--- src/rtl/axis_uart_bridge_rx.sv ---
// axis_uart_bridge_rx
//   8N1 UART receiver. It assembles N_BYTES consecutive bytes (first byte
//   in bits [7:0]) into one word and presents that word on an AXI-Stream
//   master port. It holds at most one completed word. A word that completes
//   while the output is stalled is dropped and flagged on OVERFLOW.
//
//   Parameters: UART_SPEED (baud), FREQ_HZ (clk Hz), N_BYTES (bytes/word)
//   Ports:
//     clk, reset           system clock, synchronous active-high reset
//     UART_RX              asynchronous serial input, idles high
//     M_AXIS_TDATA/TVALID  assembled word / valid (registered)
//     M_AXIS_TREADY        consumer ready
//     OVERFLOW             1-cycle pulse when a completed word is dropped
//     FRAME_ERR            1-cycle pulse on a bad stop bit (frame check only)
//
//   Optional feature macro: AXIS_UART_BRIDGE_RX_FRAME_CHECK_EN
//     When defined, a stop bit of 0 discards the byte and the partial word,
//     and pulses FRAME_ERR. Start detection is then re-armed only after the
//     line has been seen high again. When undefined, FRAME_ERR is always 0.
`timescale 1ns/1ps
module axis_uart_bridge_rx #(
    parameter int UART_SPEED = 115200,
    parameter int FREQ_HZ    = 100000000,
    parameter int N_BYTES    = 32
) (
    input  logic                   clk,
    input  logic                   reset,
    input  logic                   UART_RX,
    output logic [N_BYTES*8-1:0]   M_AXIS_TDATA,
    output logic                   M_AXIS_TVALID,
    input  logic                   M_AXIS_TREADY,
    output logic                   OVERFLOW,
    output logic                   FRAME_ERR
);

    localparam int CLOCK_DURATION = FREQ_HZ / UART_SPEED;
    localparam int HALF           = CLOCK_DURATION / 2;
    localparam int BCW            = (N_BYTES > 1) ? $clog2(N_BYTES) : 1;

    localparam logic [31:0]    CD_LAST   = 32'(CLOCK_DURATION - 1);
    localparam logic [31:0]    HALF_LAST = 32'(HALF - 1);
    localparam logic [BCW-1:0] BYTE_LAST = BCW'(N_BYTES - 1);

    typedef enum logic [1:0] {
        IDLE  = 2'd0,
        START = 2'd1,
        DATA  = 2'd2,
        STOP  = 2'd3
    } state_t;

    state_t               state_r;
    state_t               state_s;
    logic                 rx_meta_r;
    logic                 rx_sync_r;
    logic                 rx_s;
    logic [31:0]          cnt_r;
    logic [2:0]           bit_idx_r;
    logic [7:0]           shift_r;
    logic [BCW-1:0]       byte_cnt_r;
    logic [N_BYTES*8-1:0] word_r;
    logic [N_BYTES*8-1:0] word_full_s;
    logic                 armed_r;
    logic                 cnt_clr_s;
    logic                 shift_en_s;
    logic                 stop_s;
    logic                 frame_bad_s;
    logic                 byte_ok_s;
    logic                 word_done_s;

    assign rx_s = rx_sync_r;

    // Two-flop synchronizer; both stages reset to the idle line level.
    always_ff @(posedge clk) begin
        if (reset) begin
            rx_meta_r <= 1'b1;
            rx_sync_r <= 1'b1;
        end else begin
            rx_meta_r <= UART_RX;
            rx_sync_r <= rx_meta_r;
        end
    end

    // Next-state and per-cycle strobes of the receive FSM.
    always_comb begin
        state_s    = state_r;
        cnt_clr_s  = 1'b0;
        shift_en_s = 1'b0;
        stop_s     = 1'b0;
        case (state_r)
            IDLE: begin
                // armed_r blocks a start after a framing error until the line is high again
                if (!rx_s && armed_r) begin
                    state_s = START;
                end else begin
                    state_s = IDLE;
                end
            end
            START: begin
                if (cnt_r == HALF_LAST) begin
                    if (!rx_s) begin
                        state_s = DATA;
                    end else begin
                        state_s = IDLE;
                    end
                end else begin
                    state_s = START;
                end
            end
            DATA: begin
                if (cnt_r == CD_LAST) begin
                    shift_en_s = 1'b1;
                    cnt_clr_s  = 1'b1;
                    if (bit_idx_r == 3'd7) begin
                        state_s = STOP;
                    end else begin
                        state_s = DATA;
                    end
                end else begin
                    state_s = DATA;
                end
            end
            STOP: begin
                if (cnt_r == CD_LAST) begin
                    stop_s  = 1'b1;
                    state_s = IDLE;
                end else begin
                    state_s = STOP;
                end
            end
            default: begin
                state_s = IDLE;
            end
        endcase
    end

`ifdef AXIS_UART_BRIDGE_RX_FRAME_CHECK_EN
    assign frame_bad_s = stop_s & ~rx_s;
`else
    assign frame_bad_s = 1'b0;
`endif

    assign byte_ok_s   = stop_s & ~frame_bad_s;
    assign word_done_s = byte_ok_s && (byte_cnt_r == BYTE_LAST);

    // Current partial word with the just-received byte merged into its slot.
    always_comb begin
        word_full_s = word_r;
        word_full_s[{byte_cnt_r, 3'b000} +: 8] = shift_r;
    end

    // FSM state, bit timer (cleared on every state entry) and data shifter.
    always_ff @(posedge clk) begin
        if (reset) begin
            state_r   <= IDLE;
            cnt_r     <= 32'd0;
            bit_idx_r <= 3'd0;
            shift_r   <= 8'd0;
        end else begin
            state_r <= state_s;
            if ((state_s != state_r) || cnt_clr_s) begin
                cnt_r <= 32'd0;
            end else begin
                cnt_r <= cnt_r + 32'd1;
            end
            if (shift_en_s) begin
                shift_r   <= {rx_s, shift_r[7:1]};
                bit_idx_r <= bit_idx_r + 3'd1;
            end else if (state_r != DATA) begin
                bit_idx_r <= 3'd0;
            end
        end
    end

    // Word assembly, byte counter and start-detection arming.
    always_ff @(posedge clk) begin
        if (reset) begin
            word_r     <= '0;
            byte_cnt_r <= '0;
            armed_r    <= 1'b0;
            FRAME_ERR  <= 1'b0;
        end else begin
            FRAME_ERR <= frame_bad_s;
            if (frame_bad_s) begin
                word_r     <= '0;
                byte_cnt_r <= '0;
                armed_r    <= 1'b0;
            end else if (byte_ok_s) begin
                word_r <= word_full_s;
                if (word_done_s) begin
                    byte_cnt_r <= '0;
                end else begin
                    byte_cnt_r <= byte_cnt_r + {{(BCW-1){1'b0}}, 1'b1};
                end
            end
            if (!frame_bad_s && (state_r == IDLE) && rx_s) begin
                armed_r <= 1'b1;
            end
        end
    end

    // Single-entry AXI-Stream output register with overflow detection.
    always_ff @(posedge clk) begin
        if (reset) begin
            M_AXIS_TDATA  <= '0;
            M_AXIS_TVALID <= 1'b0;
            OVERFLOW      <= 1'b0;
        end else begin
            OVERFLOW <= 1'b0;
            if (word_done_s) begin
                if (!M_AXIS_TVALID || M_AXIS_TREADY) begin
                    M_AXIS_TDATA  <= word_full_s;
                    M_AXIS_TVALID <= 1'b1;
                end else begin
                    OVERFLOW <= 1'b1;
                end
            end else if (M_AXIS_TREADY) begin
                M_AXIS_TVALID <= 1'b0;
            end
        end
    end

endmodule
--- config.mk ---
export PLATFORM = sky130hd
export DESIGN_NAME = axis_uart_bridge_rx
export DESIGN_NICKNAME = d
export VERILOG_FILES = /design/src/rtl/axis_uart_bridge_rx.sv
export SDC_FILE = /design/constraint.sdc
export NUM_CORES = 1
export LEC_CHECK = 0
export ABC_AREA = 1
export CAP_MARGIN = 20
export CELL_PAD_IN_SITES_DETAIL_PLACEMENT = 0
export CELL_PAD_IN_SITES_GLOBAL_PLACEMENT = 1
export CORE_UTILIZATION = 44
export CTS_CLUSTER_DIAMETER = 40
export CTS_CLUSTER_SIZE = 16
export DETAILED_ROUTE_END_ITERATION = 7
export GPL_TIMING_DRIVEN = 0
export PLACE_DENSITY = 0.91
export SYNTH_ARGS = -nofsm -noshare
export SYNTH_HDL_FRONTEND = slang
export SYNTH_SLANG_ARGS = --single-unit
--- constraint.sdc ---
create_clock -name clk -period 3.9 [get_ports clk]
set_clock_uncertainty 0.15 [all_clocks]
set_input_delay 0.78 -clock clk [delete_from_list [all_inputs] [get_ports clk]]
set_output_delay 0.78 -clock clk [all_outputs]
set_load 0.01 [all_outputs]
==> impl_results.md, run 1 <==
* FMAX at 0.286 GHz
* RR Startpoint: byte_cnt_r[1]
* Worst min-delay path class: reg2reg
* Initial core utilization at 44.6%
* Core Area at 0.0527 sq mm
* Critical Path Start Type: flip-flop
* Critical path arrival at 3840 ps
* Initial antenna violation count at 0
* Layout area overhead at 27.5%
* Clock sink count at 567
* Layout cells sized above 1 at 9.14%
* TritonCTS clock tree: done
* Max clock buf depth at 3
* Root buf cell: clkbuf_16
* Syn_nets at 3236
* Final Max Tran Viols at 0
* Reg2reg setup slack at 400 ps
* Routed WL per cell at 19.1 um
* Post-CTS Resized at 0
* Hold depth at 1
* Via density at 5.24
* Maximum number of pins on one net before global-route repair at 17
* Setup violators final at 0
* Worst Setup SP: byte_cnt_r[1]
* Smallest hold slack at 265 ps
* Status: finished clean
* CP endpoint kind: flip-flop
* Die X at 233 um
* Leak at 11.6 nW
* Async SR Flop Fraction at 0%
* Total CTS buffers at 85
* Count leader, synth: o21ai_0
* Gpl congestion at 0.966
* Final min period at 3500 ps
* Synthesized instance count at 3222
* ANT cells at 0
* Total Nets Final at 3584
* DP Cell Count at 4171
* Final period util at 89.7%
* Power per Cell Area at 464 mW/mm^2
* Worst Path Max Fanout at 10
* Seq cells post-synth at 567
* Worst R2R End: M_AXIS_TDATA[195]
* Slew @ Worst Pin at 1150 ps
* VDD IR max at 0.335 mV
* Clk_lat worst skew at 630 ps
* Remaining global-route overflow at 0
* Worst EP required at 4240 ps
* Final antenna-violating net count at 0
* Post-synthesis cell type count at 42
* Post-route DRC at 0
* Final cell count without fillers at 4330
* Initial DRC count at 2183
* Synth Area per Inst at 7.30 sq um
* RSZ-0062 raised after global routing: no
* Num ports at 263
* Area leader, netlist: dfxtp_1
* Commonest cells in the netlist: o21ai_0, dfxtp_1, nand2_1
* Total GRT Usage at 29.7%
* Post-CTS Hold Buffers at 0
* Die ar. at 0.0544 sq mm
* Crit path to: M_AXIS_TDATA[195]
* Global-route wire length before repair at 122000 um
* Post-CTS setup buffers at 0
* Die Ht at 233 um
* Post-synth EDFFs at 0
* Yosys Warn Count at 0
* Post-synth top area share at 48.3%
* HPWL Detailed at 60200 um
* Main synth FF type: dfxtp_1
* CTS clk-pin slew, worst paths at 60 ps
* Fillers at 4970
* Reg2reg path depth at 9
* Part of the Yosys area used for sequential elements at 48.3%
* Drt pass-1 iters at 6
* Setup TNS at 0 ps
* Row count at 84
* Synth area leaders: dfxtp_1, o21ai_0, nand2_1
* Vias in the first global route at 20648
* CP Class: reg2reg
* Worst rel slew slack at 23.2%
* Max Cap Violations at 0
* Final Hold Vio Count at 0
* Vias at 22708
* Max H-tree Level at 3
* Total wire length at 82600 um
* Final Power at 0.0139 W
* Post-Syn Area at 0.0235 sq mm
* Port bufs at 261
## area by class of cell
| cell class | instances | area, sq um | share of cell area [%] |
|---|---|---|---|
| flip-flops and latches | 567 | 11400 | 37.9 |
| inverters | 378 | 1420 | 4.73 |
| repair buffers | 261 | 2610 | 8.71 |
| clock buffers | 99 | 2310 | 7.72 |
| plain buffers | 203 | 965 | 3.22 |
| multi-input cells | 2074 | 9780 | 32.6 |
| well taps | 688 | 861 | 2.87 |
| clock inverters | 60 | 687 | 2.29 |
## flip-flops by register name (all words and copies together), names as in the netlist, 2 cells and up
signal	cells
byte_cnt_r	5
bit_idx_r	3
state_r	2
shift_r	8
cnt_r	32
word_r	256
M_AXIS_TDATA	256
## report_power, final
group | internal [W] | switching [W]
sequential | 0.00580 | 0.00000397
clock | 0.00480 | 0.00313
combinational | 0.0000375 | 0.000156
total | 0.0106 | 0.00328
## critical path: stages (launching register included)
cell and delay, ps:
dfxtp_1 480, ha_1 230, inv_1 60, nor3_1 170, ha_1 290, nand3_1 650
buf_2 500, clkbuf_1 310, nor2_1 400, nor2_1 90
## placed cells by master (no fill, tap or decap), types with 4 or more instances in the layout
cell type,instances
nand4_1,26
clkbuf_1,109
nor2_4,10
dfxtp_1,567
clkinv_8,6
o21ai_1,45
clkinv_2,9
nor2_1,447
clkdlybuf4s50_1,261
clkbuf_8,7
nor3_1,11
or2_2,28
nand3_2,4
buf_2,72
nor2_2,12
a211oi_1,10
buf_1,5
ha_1,10
a21oi_1,167
nor3_4,4
inv_2,7
o21ai_0,572
nand3_1,79
clkinv_4,9
inv_1,369
inv_6,18
bufinv_16,6
o22ai_1,62
buf_6,9
clkbuf_16,88
inv_8,10
xor2_1,17
nand2_2,12
xnor2_1,14
buf_4,12
nand2_1,524
## metrics by stage
stage               setup slack (ps)  utilization (%)  area, sq um
finish                           402             56.9        30000
floorplan                       1530                -        23500
global route                     239             56.9        30000
detailed placement              85.9             51.2        27000
CTS                              483             56.9        30000
global placement                 112             51.2        27000
## logic make-up after synthesis
| family | after synthesis | share of synthesized area [%] |
|---|---|---|
| simple gates | 1167 | 20.8 |
| compound gates | 863 | 18.9 |
| buf+inv | 581 | 10.1 |
| flops | 567 | 48.3 |
| xor+xnor | 33 | 1.29 |
| fa+ha+maj | 10 | 0.532 |
| other cells | 1 | 0.0160 |
## worst min path at each step
stage                         start  endpoint  slack, ps
after floorplan           rx_meta_r      rx_s        240
after global placement    rx_meta_r      rx_s        260
after detailed placement  rx_meta_r      rx_s        250
after CTS                 rx_meta_r      rx_s        270
after global routing      rx_meta_r      rx_s        280
final                     rx_meta_r      rx_s        260
## routing by layer
metal / track usage [%] / part of all wire, %
met1: 39.3 / 43
met2: 46.9 / 45
met3: 5.58 / 7.9
met4: 13.3 / 4.0
met5: 0 / 0
No activity file was read; power rests on OpenSTA's default activity.
==> inputs of run 2 (changes only) <==
--- a/config.mk
+++ b/config.mk
@@ -14,7 +14,9 @@
 export CTS_CLUSTER_SIZE = 16
 export DETAILED_ROUTE_END_ITERATION = 7
 export GPL_TIMING_DRIVEN = 0
+export MAX_ROUTING_LAYER = met4
 export PLACE_DENSITY = 0.91
+export SLEW_MARGIN = 0
 export SYNTH_ARGS = -nofsm -noshare
 export SYNTH_HDL_FRONTEND = slang
 export SYNTH_SLANG_ARGS = --single-unit
==> impl_results.md, run 2 (synthesis gave the netlist of run 1 again) <==
* Status: finished clean
* Slew @ Worst Pin at 1060 ps
* Root buf cell: clkbuf_16
* Leak at 11.5 nW
* HPWL Detailed at 60400 um
* Commonest non-fill, non-tap cell in the layout: o21ai_0
* CTS clk-pin slew, worst paths at 60 ps
* FMAX at 0.276 GHz
* Final antenna-violating net count at 0
* Total CTS buffers at 80
* Die ar. at 0.0544 sq mm
* Top flop regs: M_AXIS_TDATA (256), word_r (256), cnt_r (32)
* Clk_lat worst skew at 630 ps
* Port bufs at 261
* Routed WL per cell at 19.2 um
* Total GRT Usage at 30.7%
* Max Cap Violations at 0
* Max H-tree Level at 3
* Via density at 5.25
* Core Area at 0.0527 sq mm
* Final period util at 92.9%
* Final Instance Area at 0.0299 sq mm
* CP endpoint kind: flip-flop
* Setup violators final at 0
* Maximum number of pins on one net before global-route repair at 17
* Post-route DRC at 0
* CP Class: reg2reg
* Final min period at 3620 ps
* Initial DRC count at 2216
* Row count at 84
* Worst Path Max Fanout at 10
* Power per Cell Area at 463 mW/mm^2
* Post-CTS Resized at 0
* Drt pass-1 iters at 8
* Total Nets Final at 3579
* VDD IR max at 0.255 mV
* Critical path arrival at 3960 ps
* RSZ-0062 raised after global routing: no
* Critical Path Start Type: flip-flop
* Layout area overhead at 27.2%
* Worst EP required at 4240 ps
* Vias at 22680
* Setup TNS at 0 ps
* ANT cells at 0
* Worst rel slew slack at 29.0%
* Dpl cell area at 0.0270 sq mm
* Initial antenna violation count at 0
* Initial core utilization at 44.6%
* Global-route wire length before repair at 122000 um
* Post-CTS Hold Buffers at 0
* Remaining global-route overflow at 0
* Vias in the first global route at 20624
* Post-CTS setup buffers at 0
* Die X at 233 um
* DP Cell Count at 4171
* Total wire length at 82900 um
* Final Hold Vio Count at 0
* TritonCTS clock tree: done
* Final cell count without fillers at 4320
* Layout cells sized above 1 at 8.87%
* Worst min-delay path class: reg2reg
* Gpl congestion at 0.961
* Final Max Tran Viols at 0
* Num ports at 263
* Setup WS post-layout at 276 ps
* Final Power at 0.0138 W
* Dpl ws at 59.8 ps
* Max clock buf depth at 3
* Die Ht at 233 um
* Clock sink count at 567
* Most frequent cells in the layout: o21ai_0, dfxtp_1, nand2_1, nor2_1, inv_1
-- run 2: critical path, stage by stage (launching register included) --
cell and delay (ps):
dfxtp_1 500, ha_1 250, inv_1 60, nor3_1 130
ha_1 270, nand3_1 710, buf_2 520, clkbuf_1 330
nor2_1 430, nor2_1 100
-- run 2: report_power, final --
part           switching (W)  total (W)  internal (W)  leakage (nW)
Clock                0.00304    0.00785       0.00482          1.42
Combinational       0.000155   0.000192     0.0000373          5.56
Sequential        0.00000368    0.00580       0.00580          4.57
-- run 2: per-stage QoR --
stage / hold WS (ps) / util, %
3_3_place_gp: 257 / 51.2
2_1_floorplan: 239 / -
3_5_place_dp: 263 / 51.2
6_report: 263 / 56.8
5_1_grt: 288 / 56.8
4_1_cts: 275 / 56.8
-- run 2: final timing paths --
kind                               startpoint           endpoint  slack (ps)  cells past startpoint
worst max-delay path            byte_cnt_r[1]  M_AXIS_TDATA[195]         280                      9
worst min-delay path                rx_meta_r               rx_s         260                      1
worst max register to register  byte_cnt_r[1]  M_AXIS_TDATA[195]         280                      9
worst min register to register      rx_meta_r               rx_s         260                      1
-- run 2: area by class of cell --
type                    instances  area [sq um]
plain buffers                 203           965
well taps                     688           861
fillers                      4925         22700
repair buffers                261          2610
flip-flops and latches        567         11400
clock buffers                  96          2230
inverters                     378          1420
clock inverters                53           702
multi-input cells            2074          9780
-- run 2: routing by layer --
layer  track usage (%)  share of wire [%]  up-vias
li1                  -                  -    11065
met1              39.5                 43    10473
met2              47.7                 45      959
met3              5.14                8.2      183
met4              12.9                3.9        0
met5                 -                  0        -
